<file path="config.mk">
export PLATFORM = sky130hd
export DESIGN_NAME = fetch_stage
export DESIGN_NICKNAME = d
export VERILOG_FILES = /design/src/rtl/fetch_stage.sv
export SDC_FILE = /design/constraint.sdc
export NUM_CORES = 1
export LEC_CHECK = 0
export CAP_MARGIN = 20
export CORE_ASPECT_RATIO = 0.7
export CORE_MARGIN = 10
export CORE_UTILIZATION = 55
export DETAILED_ROUTE_END_ITERATION = 8
export PLACE_DENSITY_LB_ADDON = 0.1
export SYNTH_ARGS = -nofsm -noshare
export SYNTH_HDL_FRONTEND = slang
export SYNTH_SLANG_ARGS = --single-unit
export TNS_END_PERCENT = 20
</file>
<file path="constraint.sdc">
create_clock -name clk -period 4.95 [get_ports clk]
set_input_delay 0.7425 -clock clk [delete_from_list [all_inputs] [get_ports clk]]
set_output_delay 0.7425 -clock clk [all_outputs]
set_load 0.02 [all_outputs]
</file>
<file path="src/rtl/fetch_stage.sv">
// fetch_stage: instruction-fetch stage of the 16-bit pipelined CPU.
// Owns the PC, issues requests to a variable-latency instruction memory and
// holds the IF/ID register feeding decode. A one-entry skid buffer catches
// a word that returns while decode is stalled.
// Optional build macro: FETCH_PERF_CNT_EN enables the fetched-instruction
// counter on perf_fetch_cnt; otherwise that port is tied to zero.
//
// state   | meaning
// --------+----------------------------------------------------------------
// FETCH   | request outstanding at pc; captured word goes to IF/ID or skid
// HOLD    | skid holds a word, decode stalled; no request issued
// DROP    | redirected while a request was pending; wait it out, discard data
// HALTED  | HALT opcode delivered or odd redirect; no request until redirect

module fetch_stage #(
  parameter logic [15:0] RESET_PC  = 16'h0000,
  parameter logic [15:0] NOP_INSTR = 16'h0800
) (
  input  logic        clk,
  input  logic        rst,
  output logic        imem_req,
  output logic [15:0] imem_addr,
  input  logic [15:0] imem_rdata,
  input  logic        imem_ready,
  input  logic        stall_in,
  input  logic        redirect_en,
  input  logic [15:0] redirect_pc,
  output logic [15:0] instr_out,
  output logic [15:0] pc_plus2_out,
  output logic        valid_out,
  output logic        halted,
  output logic        err,
  output logic [15:0] perf_fetch_cnt
);

  typedef enum logic [1:0] {
    S_FETCH  = 2'd0,
    S_HOLD   = 2'd1,
    S_DROP   = 2'd2,
    S_HALTED = 2'd3
  } state_t;

  state_t      r_state, w_state_nxt;
  logic [15:0] r_pc, w_pc_nxt;
  logic [15:0] r_instr, w_instr_nxt;
  logic [15:0] r_pc2, w_pc2_nxt;
  logic        r_valid, w_valid_nxt;
  logic [15:0] r_skid_instr, w_skid_instr_nxt;
  logic [15:0] r_skid_pc2, w_skid_pc2_nxt;
  logic        r_skid_valid, w_skid_valid_nxt;
  logic [15:0] r_drop_addr, w_drop_addr_nxt;
  logic        r_err, w_err_nxt;

  logic        w_req;
  logic [15:0] w_addr;
  logic [15:0] w_pc_inc;
  logic        w_rdata_halt;
  logic        w_skid_halt;

  assign w_pc_inc     = r_pc + 16'd2;
  assign w_rdata_halt = (imem_rdata[15:11] == 5'b00000);
  assign w_skid_halt  = (r_skid_instr[15:11] == 5'b00000);

  // State register and all pipeline/skid registers.
  always_ff @(posedge clk) begin
    if (rst) begin
      r_state      <= S_FETCH;
      r_pc         <= RESET_PC;
      r_instr      <= NOP_INSTR;
      r_pc2        <= 16'h0000;
      r_valid      <= 1'b0;
      r_skid_instr <= NOP_INSTR;
      r_skid_pc2   <= 16'h0000;
      r_skid_valid <= 1'b0;
      r_drop_addr  <= RESET_PC;
      r_err        <= 1'b0;
    end else begin
      r_state      <= w_state_nxt;
      r_pc         <= w_pc_nxt;
      r_instr      <= w_instr_nxt;
      r_pc2        <= w_pc2_nxt;
      r_valid      <= w_valid_nxt;
      r_skid_instr <= w_skid_instr_nxt;
      r_skid_pc2   <= w_skid_pc2_nxt;
      r_skid_valid <= w_skid_valid_nxt;
      r_drop_addr  <= w_drop_addr_nxt;
      r_err        <= w_err_nxt;
    end
  end

  // Next-state, memory request and IF/ID update; redirect overrides last.
  always_comb begin
    w_state_nxt      = r_state;
    w_pc_nxt         = r_pc;
    w_instr_nxt      = r_instr;
    w_pc2_nxt        = r_pc2;
    w_valid_nxt      = r_valid;
    w_skid_instr_nxt = r_skid_instr;
    w_skid_pc2_nxt   = r_skid_pc2;
    w_skid_valid_nxt = r_skid_valid;
    w_drop_addr_nxt  = r_drop_addr;
    w_err_nxt        = 1'b0;
    w_req            = 1'b0;
    w_addr           = r_pc;

    case (r_state)
      S_FETCH: begin
        w_req = 1'b1;
        if (imem_ready) begin
          if (!stall_in) begin
            w_instr_nxt = imem_rdata;
            w_pc2_nxt   = w_pc_inc;
            w_valid_nxt = 1'b1;
            if (w_rdata_halt) begin
              w_state_nxt = S_HALTED;
            end else begin
              w_pc_nxt = w_pc_inc;
            end
          end else begin
            // Decode is stalled: park the word, stop requesting until it drains.
            w_skid_instr_nxt = imem_rdata;
            w_skid_pc2_nxt   = w_pc_inc;
            w_skid_valid_nxt = 1'b1;
            w_state_nxt      = S_HOLD;
            if (!w_rdata_halt) begin
              w_pc_nxt = w_pc_inc;
            end
          end
        end else if (!stall_in) begin
          w_valid_nxt = 1'b0;
          w_instr_nxt = NOP_INSTR;
        end
      end
      S_HOLD: begin
        if (!stall_in) begin
          if (r_skid_valid) begin
            w_instr_nxt = r_skid_instr;
            w_pc2_nxt   = r_skid_pc2;
            w_valid_nxt = 1'b1;
          end else begin
            w_valid_nxt = 1'b0;
            w_instr_nxt = NOP_INSTR;
          end
          w_skid_valid_nxt = 1'b0;
          w_state_nxt = (r_skid_valid && w_skid_halt) ? S_HALTED : S_FETCH;
        end
      end
      S_DROP: begin
        // The memory still owes data for the old address; keep asking for it.
        w_req  = 1'b1;
        w_addr = r_drop_addr;
        if (!stall_in) begin
          w_valid_nxt = 1'b0;
          w_instr_nxt = NOP_INSTR;
        end
        if (imem_ready) begin
          w_state_nxt = S_FETCH;
        end
      end
      S_HALTED: begin
        if (!stall_in) begin
          w_valid_nxt = 1'b0;
          w_instr_nxt = NOP_INSTR;
        end
      end
      default: begin
        w_state_nxt = S_FETCH;
      end
    endcase

    if (redirect_en) begin
      w_pc_nxt         = {redirect_pc[15:1], 1'b0};
      w_valid_nxt      = 1'b0;
      w_instr_nxt      = NOP_INSTR;
      w_skid_valid_nxt = 1'b0;
      if (redirect_pc[0]) begin
        w_err_nxt   = 1'b1;
        w_state_nxt = S_HALTED;
      end else if (w_req && !imem_ready) begin
        // A second redirect while already dropping keeps the original address.
        w_state_nxt = S_DROP;
        if (r_state == S_FETCH) begin
          w_drop_addr_nxt = r_pc;
        end
      end else begin
        w_state_nxt = S_FETCH;
      end
    end
  end

  assign imem_req     = w_req;
  assign imem_addr    = w_addr;
  assign instr_out    = r_instr;
  assign pc_plus2_out = r_pc2;
  assign valid_out    = r_valid;
  assign halted       = (r_state == S_HALTED);
  assign err          = r_err;

`ifdef FETCH_PERF_CNT_EN
  logic [15:0] r_perf_cnt;
  logic        w_load_ifid;

  assign w_load_ifid = !redirect_en && !stall_in &&
                       (((r_state == S_FETCH) && imem_ready) ||
                        ((r_state == S_HOLD) && r_skid_valid));

  // Counts every valid word entering IF/ID, even ones later flushed.
  always_ff @(posedge clk) begin
    if (rst) begin
      r_perf_cnt <= 16'h0000;
    end else if (w_load_ifid) begin
      r_perf_cnt <= r_perf_cnt + 16'd1;
    end
  end

  assign perf_fetch_cnt = r_perf_cnt;
`else
  assign perf_fetch_cnt = 16'h0000;
`endif

endmodule
</file>
==> reports/qor.csv, run 1 <==
stage,metric,value,unit
timing,finalSetupViolCount,0,
floorplanning,chipWidth,131,um
timing,timing.setup.tns,0,ps
floorplanning,io_pins,105,
worst_setup_path,rr_startpoint,r_state[1],
logic_synthesis,netlist_instances,576,
worst_setup_path,reg2reg_slack,2060,ps
grt,grt_pass1_wl,21800,um
grt,met2_usage,30.6,%
route,via_count,4465,
logic_synthesis,yosys-top-cells-count,"97 x dfxtp_1, 89 x nand2_1, 46 x nor2_1",
floorplanning,fp.coreArea,8410,um^2
cts,cts.sinks,97,
floorplanning,rows,28,
logic_synthesis,synth-edff-count,0,
logic_synthesis,ys_seq_elements,97,
timing,slew_headroom,34.4,%
finish,drive_gt1_share,7.30,%
grt,track_usage,20.7,%
timing,setup_ws,1620,ps
timing,fin_crit,3330,ps
logic_synthesis,yosys-top-cells-area,"dfxtp_1 41%, nand2_1 7.1%, a21oi_1 4.8%",
timing,slew_violations,0,
grt,use_met1,29.0,%
floorplanning,start_util,56.2,%
outcome,status,completed,
route,drtIter0Drc,650,
route,post_drt_wl_per_cell,18.4,um
worst_setup_path,cp.required,4210,ps
run,maxCapViolCount,0,
cts,htreeDepth,3,
cts,cts_resized,0,
placement,place_ws,1710,ps
worst_setup_path,end_kind,primary output,
finish,antenna_cells,0,
logic_synthesis,netlist_area,4720,um^2
grt,overflow,0,
logic_synthesis,async_reset_ff_share,0,%
worst_setup_path,startpoint_type,flip-flop,
logic_synthesis,synth_top_area_cell,dfxtp_1,
timing,final_hold_viol_count,0,
logic_synthesis,synth_flop_cell,dfxtp_1,
worst_setup_path,crit_path_cell_trace,ha_1 -> mux2_2 -> clkdlybuf4s50_1,
logic_synthesis,yosysMostFrequentCell,dfxtp_1,
power,power.total,2.18,mW
placement,placed_cell_area,5470,um^2
finish,syn2layout_area_growth,23.3,%
cts,cts_max_path_buffers,2,
cts,hold_buffers,0,
worst_setup_path,max_stage_delay,820,ps
grt,antenna_found_initial,0,
worst_setup_path,cp-startpoint,r_state[1],
placement,hpwlAfterDp,9310,um
route,ant_nets,0,
placement,portBuffers,86,
floorplanning,die_h,97.5,um
timing,worst_slew_pin_slew,981,ps
power,ir_drop,0.000265,V
finish,design_area,5820,um^2
worst_setup_path,cp.buffers_inverters,1,
power,p_leak,2.04,nW
cts,cts_buffers,9,
grt,top_usage_layer,met2,
grt,grt_pass1_vias,4207,
worst_setup_path,crit_fanout,21,
worst_setup_path,crit_type,flip-flop to primary output,
timing,rsz0062_at_grt,no,
cts,cts_tree,done,
hold_path,min_path_type,flip-flop to flip-flop,
cts,clk_pin_slew,60,ps
logic_synthesis,synth.top_cell.area_share,41.1,%
cts,cts_root_buffer,clkbuf_16,
route,routed_wl,13500,um
floorplanning,dieArea,12800,um^2
placement,routabilityCongestion,0.903,
timing,fmax,0.301,GHz
logic_synthesis,ys_seq_area_share,41.1,%
logic_synthesis,synth_cell_types,55,
worst_setup_path,cp_slowest_cell,ha_1,
finish,final_nets,667,
cts,postCtsSetupRepairBufs,0,
logic_synthesis,syn_avg_cell_area,8.20,um^2
route,drt_first_pass_iters,5,
finish,n_fill_cell,700,
worst_setup_path,cp_top_family,adder cells,
logic_synthesis,yosys_warnings,0,
cts,insertion_delay,350,ps
timing,final.setup_skew,4.71,ps
grt,grt_max_degree,63,
route,route.detailed.drc,0,
power,power.density,374,nW/um^2
route,vias_per_cell,6.07,
grt,use_met3,5.67,%
timing,finalCritPeriodShare,67.2,%
hold_path,hold_start,r_drop_addr[14],
finish,fin_util,69.3,%
worst_setup_path,worstPathArrival,2580,ps
[cells in the final DEF, fill, tap and decap left out, drive strengths merged, types with 5 or more instances in the layout]
| cell type | n |
|---|---|
| dfxtp | 97 |
| mux2 | 14 |
| a21oi | 45 |
| buf | 7 |
| clkdlybuf4s50 | 85 |
| o221ai | 7 |
| or4 | 5 |
| nor2 | 46 |
| or3 | 7 |
| nand4 | 10 |
| nor4 | 5 |
| and3 | 5 |
| a22o | 15 |
| nand2 | 89 |
| conb | 18 |
| nand3 | 11 |
| a22oi | 15 |
| o21ai | 21 |
| a2111oi | 5 |
| xor2 | 6 |
| ha | 5 |
| xnor2 | 7 |
| nor3 | 13 |
| a311oi | 10 |
| a211oi | 11 |
| inv | 8 |
| clkbuf | 10 |
[per-layer routing]
layer	part of all wire (%)	vias up
li1	-	2123
met1	45	2116
met2	45	207
met3	9.2	19
met4	1.3	0
met5	0	-
[power breakdown]
group	total [mW]	switching, mW	internal [mW]
clock	0.808	0.303	0.505
sequential	0.883	0.0490	0.834
combinational	0.485	0.287	0.198
[worst paths after layout]
kind	end	depth (start not counted)
worst max register to register	pc_plus2_out[5]	6
worst max-delay path	imem_addr[12]	3
worst min-delay path	r_drop_addr[14]	2
worst min register to register	r_drop_addr[14]	2
[through the flow]
step,std cells,hold slack (ps)
after detailed placement,718,447
final,735,454
after global routing,735,473
after floorplan,593,433
after global placement,718,438
after CTS,734,456
[cell type report]
class                   count  area (um^2)  area share, %
flip-flops and latches     97         1940           33.3
inverters                   8         30.0          0.516
clock buffers              10          239           4.10
repair buffers             92          901           15.5
multi-input cells         417         2470           42.5
clock inverters             6          105           1.80
well taps                 105          131           2.26
[kinds of logic (layout without fill, tap and decap cells)]
kind of cell	Yosys count	in the layout	share of synthesized area, %
buf+inv	79	116	7.97
simple gates	207	207	20.1
mux	18	18	4.18
fa+ha+maj	5	5	1.32
xor+xnor	13	13	2.41
flops	97	97	41.1
compound gates	156	156	22.8
other cells	1	18	0.0794
[flip-flops by register name, summed over array words and instances (netlist names)]
signal and cells:
pc_plus2_out 15, valid_out 1, r_pc 15, r_state 2, r_drop_addr 15, instr_out 16, err 1, r_skid_instr 16
r_skid_valid 1, r_skid_pc2 15
[tightest hold or removal path, delay by kind of cell, from the launching register on]
| family | cells | cell delay (ps) |
|---|---|---|
| AOI/OAI and AO/OA | 1 | 50 |
| DFF | 1 | 310 |
| and+or+nand+nor | 1 | 50 |
No activity file was read; power rests on OpenSTA's default activity.
==> run 2: changes to the inputs <==
--- a/config.mk
+++ b/config.mk
@@ -8,7 +8,7 @@
 export CAP_MARGIN = 20
 export CORE_ASPECT_RATIO = 0.7
 export CORE_MARGIN = 10
-export CORE_UTILIZATION = 55
+export CORE_UTILIZATION = 46
 export DETAILED_ROUTE_END_ITERATION = 8
 export PLACE_DENSITY_LB_ADDON = 0.1
 export SYNTH_ARGS = -nofsm -noshare
==> constraint.sdc (replaced) <==
create_clock -name clk -period 2.85 [get_ports clk]
set_input_delay 0.4275 -clock clk [delete_from_list [all_inputs] [get_ports clk]]
set_output_delay 0.4275 -clock clk [all_outputs]
set_load 0.02 [all_outputs]
==> run 2 against run 1 <==
Against the previous run: die area increased by 16%; via count decreased by 2.0%; combinational power increased by 81%; wire length increased by 2.4%; sequential share of layout area decreased by 0.31 points; global-route usage decreased by 2.4 points; clock skew increased by 0.62 ps; cell count increased by 4.6%; critical path depth increased by 1; total power increased by 64%; non-clock buffer count increased by 11; register-to-register slack got worse by 1500 ps; critical endpoint is now imem_addr[5].
==> reports/qor.csv, run 2 (synthesis results as in run 1) <==
stage,metric,value,unit,change
grt,track_usage,18.3,%,-2.4 points
placement,dp.cells,752,,+4.7%
timing,finalCritPeriodShare,95.7,%,
hold_path,min_path_type,primary input to flip-flop,,
run,maxCapViolCount,0,,unchanged
floorplanning,fp.coreArea,9870,um^2,+17%
outcome,status,completed,,
route,routed_wl,13900,um,+2.4%
route,drtIter0Drc,355,,-45%
finish,final_cell_mix,"97 x dfxtp_1, 89 x nand2_1, 85 x clkdlybuf4s50_1",,
power,power.density,608,nW/um^2,+63%
worst_setup_path,end_kind,primary output,,
finish,final_common_cell,dfxtp_1,,
worst_setup_path,crit_fanout,21,,unchanged
finish,n_fill_cell,930,,+33%
worst_setup_path,cp_slowest_cell,ha_2,,
timing,timing.setup.tns,0,ps,unchanged
grt,grt_max_degree,62,,-1.6%
timing,worst_slew_pin_slew,696,ps,-285 ps
finish,final_nets,678,,+1.6%
timing,rsz0062_at_grt,no,,
timing,slew_violations,0,,unchanged
timing,final_hold_viol_count,0,,unchanged
power,ir_drop,0.000288,V,+8.9%
power,p_leak,2.06,nW,+1.2%
worst_setup_path,rr_startpoint,r_state[0],,
worst_setup_path,path_depth,4,,+1
cts,cts_tree,done,,
worst_setup_path,crit_type,flip-flop to primary output,,
route,drt_first_pass_iters,4,,-1
worst_setup_path,cp-startpoint,r_state[0],,
cts,cts_root_buffer,clkbuf_16,,
worst_setup_path,r2r_cells,6,,unchanged
grt,grt_pass1_wl,22300,um,+2.4%
finish,syn2layout_area_growth,24.4,%,
cts,clk_pin_slew,60,ps,about the same
cts,cts_max_path_buffers,2,,unchanged
timing,hold-worst-slack,428,ps,-25.9 ps
worst_setup_path,max_stage_delay,560,ps,-260 ps
finish,antenna_cells,0,,unchanged
finish,drive_gt1_share,8.89,%,+1.6 points
grt,antenna_found_initial,0,,unchanged
cts,hold_buffers,0,,unchanged
route,ant_nets,0,,unchanged
cts,insertion_delay,350,ps,about the same
worst_setup_path,worstPathArrival,2300,ps,-280 ps
placement,routabilityCongestion,0.858,,-5.0%
cts,cts.sinks,97,,unchanged
floorplanning,dieArea,14800,um^2,+16%
placement,hpwlAfterDp,9860,um,+5.9%
timing,finalSetupViolCount,0,,unchanged
worst_setup_path,cp.buffers_inverters,2,,+1
route,via_count,4377,,-2.0%
worst_setup_path,startpoint_type,flip-flop,,
timing,slew_headroom,53.6,%,+19 points
worst_setup_path,crit_path_cell_trace,inv_1 -> ha_2 -> mux2_2 -> clkdlybuf4s50_1,,
worst_setup_path,cp.required,2420,ps,-1790 ps
cts,htreeDepth,3,,unchanged
floorplanning,die_h,105,um,+7.4%
worst_setup_path,reg2reg_slack,530,ps,-1530 ps
grt,overflow,0,,unchanged
floorplanning,start_util,47.9,%,-8.3 points
grt,grt_pass1_vias,4161,,-1.1%
floorplanning,chipWidth,141,um,+7.9%
worst_setup_path,r2r-end,pc_plus2_out[11],,
route,vias_per_cell,5.69,,-6.3%
route,route.detailed.drc,0,,unchanged
timing,final.setup_skew,5.33,ps,+0.625 ps
worst_setup_path,cp_top_family,buffers and inverters,,
worst_setup_path,critPathCapture,imem_addr[5],,
hold_path,hold_start,rst,,
finish,stdcell_count,769,,+4.6%
floorplanning,io_pins,105,,unchanged
cts,cts_buffers,9,,unchanged
placement,portBuffers,86,,unchanged
route,post_drt_wl_per_cell,18.0,um,-2.1%
timing,fmax,0.367,GHz,
timing,fin_crit,2730,ps,
floorplanning,rows,30,,+7.1%
-- run 2: cell count changes in the layout (fill, tap and decap cells not counted), sizes merged --
cell / previous run / this run
clkbuf: 10 / 12
clkinv: 3 / 4
buf: 7 / 18
bufinv: 3 / 0
-- run 2: worst min-delay path by stage --
stage	to	slack, ps	cells past startpoint
final	r_skid_instr[11]	430	3
after global routing	r_skid_instr[11]	460	3
after CTS	r_skid_instr[11]	420	3
after detailed placement	r_drop_addr[9]	450	2
after global placement	r_drop_addr[7]	440	2
after floorplan	r_drop_addr[10]	430	2
-- run 2: through the flow --
step / total power, mW / utilization [%] / setup slack, ps / instance area (um^2)
after detailed placement: 2.42 / 56.6 / 196 / 5580
after CTS: 3.59 / 59.5 / 133 / 5870
final: 3.57 / 59.5 / 124 / 5880
after global routing: 3.75 / 59.5 / 32.6 / 5880
after floorplan: 2.11 / - / 798 / 4790
after global placement: 2.40 / 56.6 / 267 / 5580
-- run 2: area by class of cell --
class                   count  area [um^2]  share of cell area [%]
clock buffers              12          256                    4.36
repair buffers            103          983                    16.7
flip-flops and latches     97         1940                    33.0
multi-input cells         417         2480                    42.2
inverters                   8         30.0                   0.511
clock inverters             4         27.5                   0.468
well taps                 128          160                    2.73
-- run 2: metal layers --
layer | track usage (%) | up-vias | wire length (um)
li1 | - | 2140 | -
met1 | 26.8 | 2081 | 6900
met2 | 24.7 | 142 | 5750
met3 | 6.02 | 14 | 1080
met4 | 4.85 | 0 | 136
met5 | 0 | - | 0
-- run 2: report_power, final --
part / total, mW / switching (mW) / internal, mW
Sequential: 1.52 / 0.0741 / 1.45
Combinational: 0.880 / 0.516 / 0.363
Clock: 1.17 / 0.531 / 0.640
-- run 2: what timing repair did --
| item | CTS | global route |
|---|---|---|
| buffers inserted | 0 | 0 |
| gates resized for setup | 1 | 0 |
| endpoints found under the setup margin | 16 | 0 |
-- run 2: worst reg2reg max path, cell delays in order (launching register included) --
cell and delay, ps:
dfxtp_1 340, inv_1 100, ha_1 460, nor2b_1 460
a211o_1 440, a2111oi_0 150, nor4_1 280
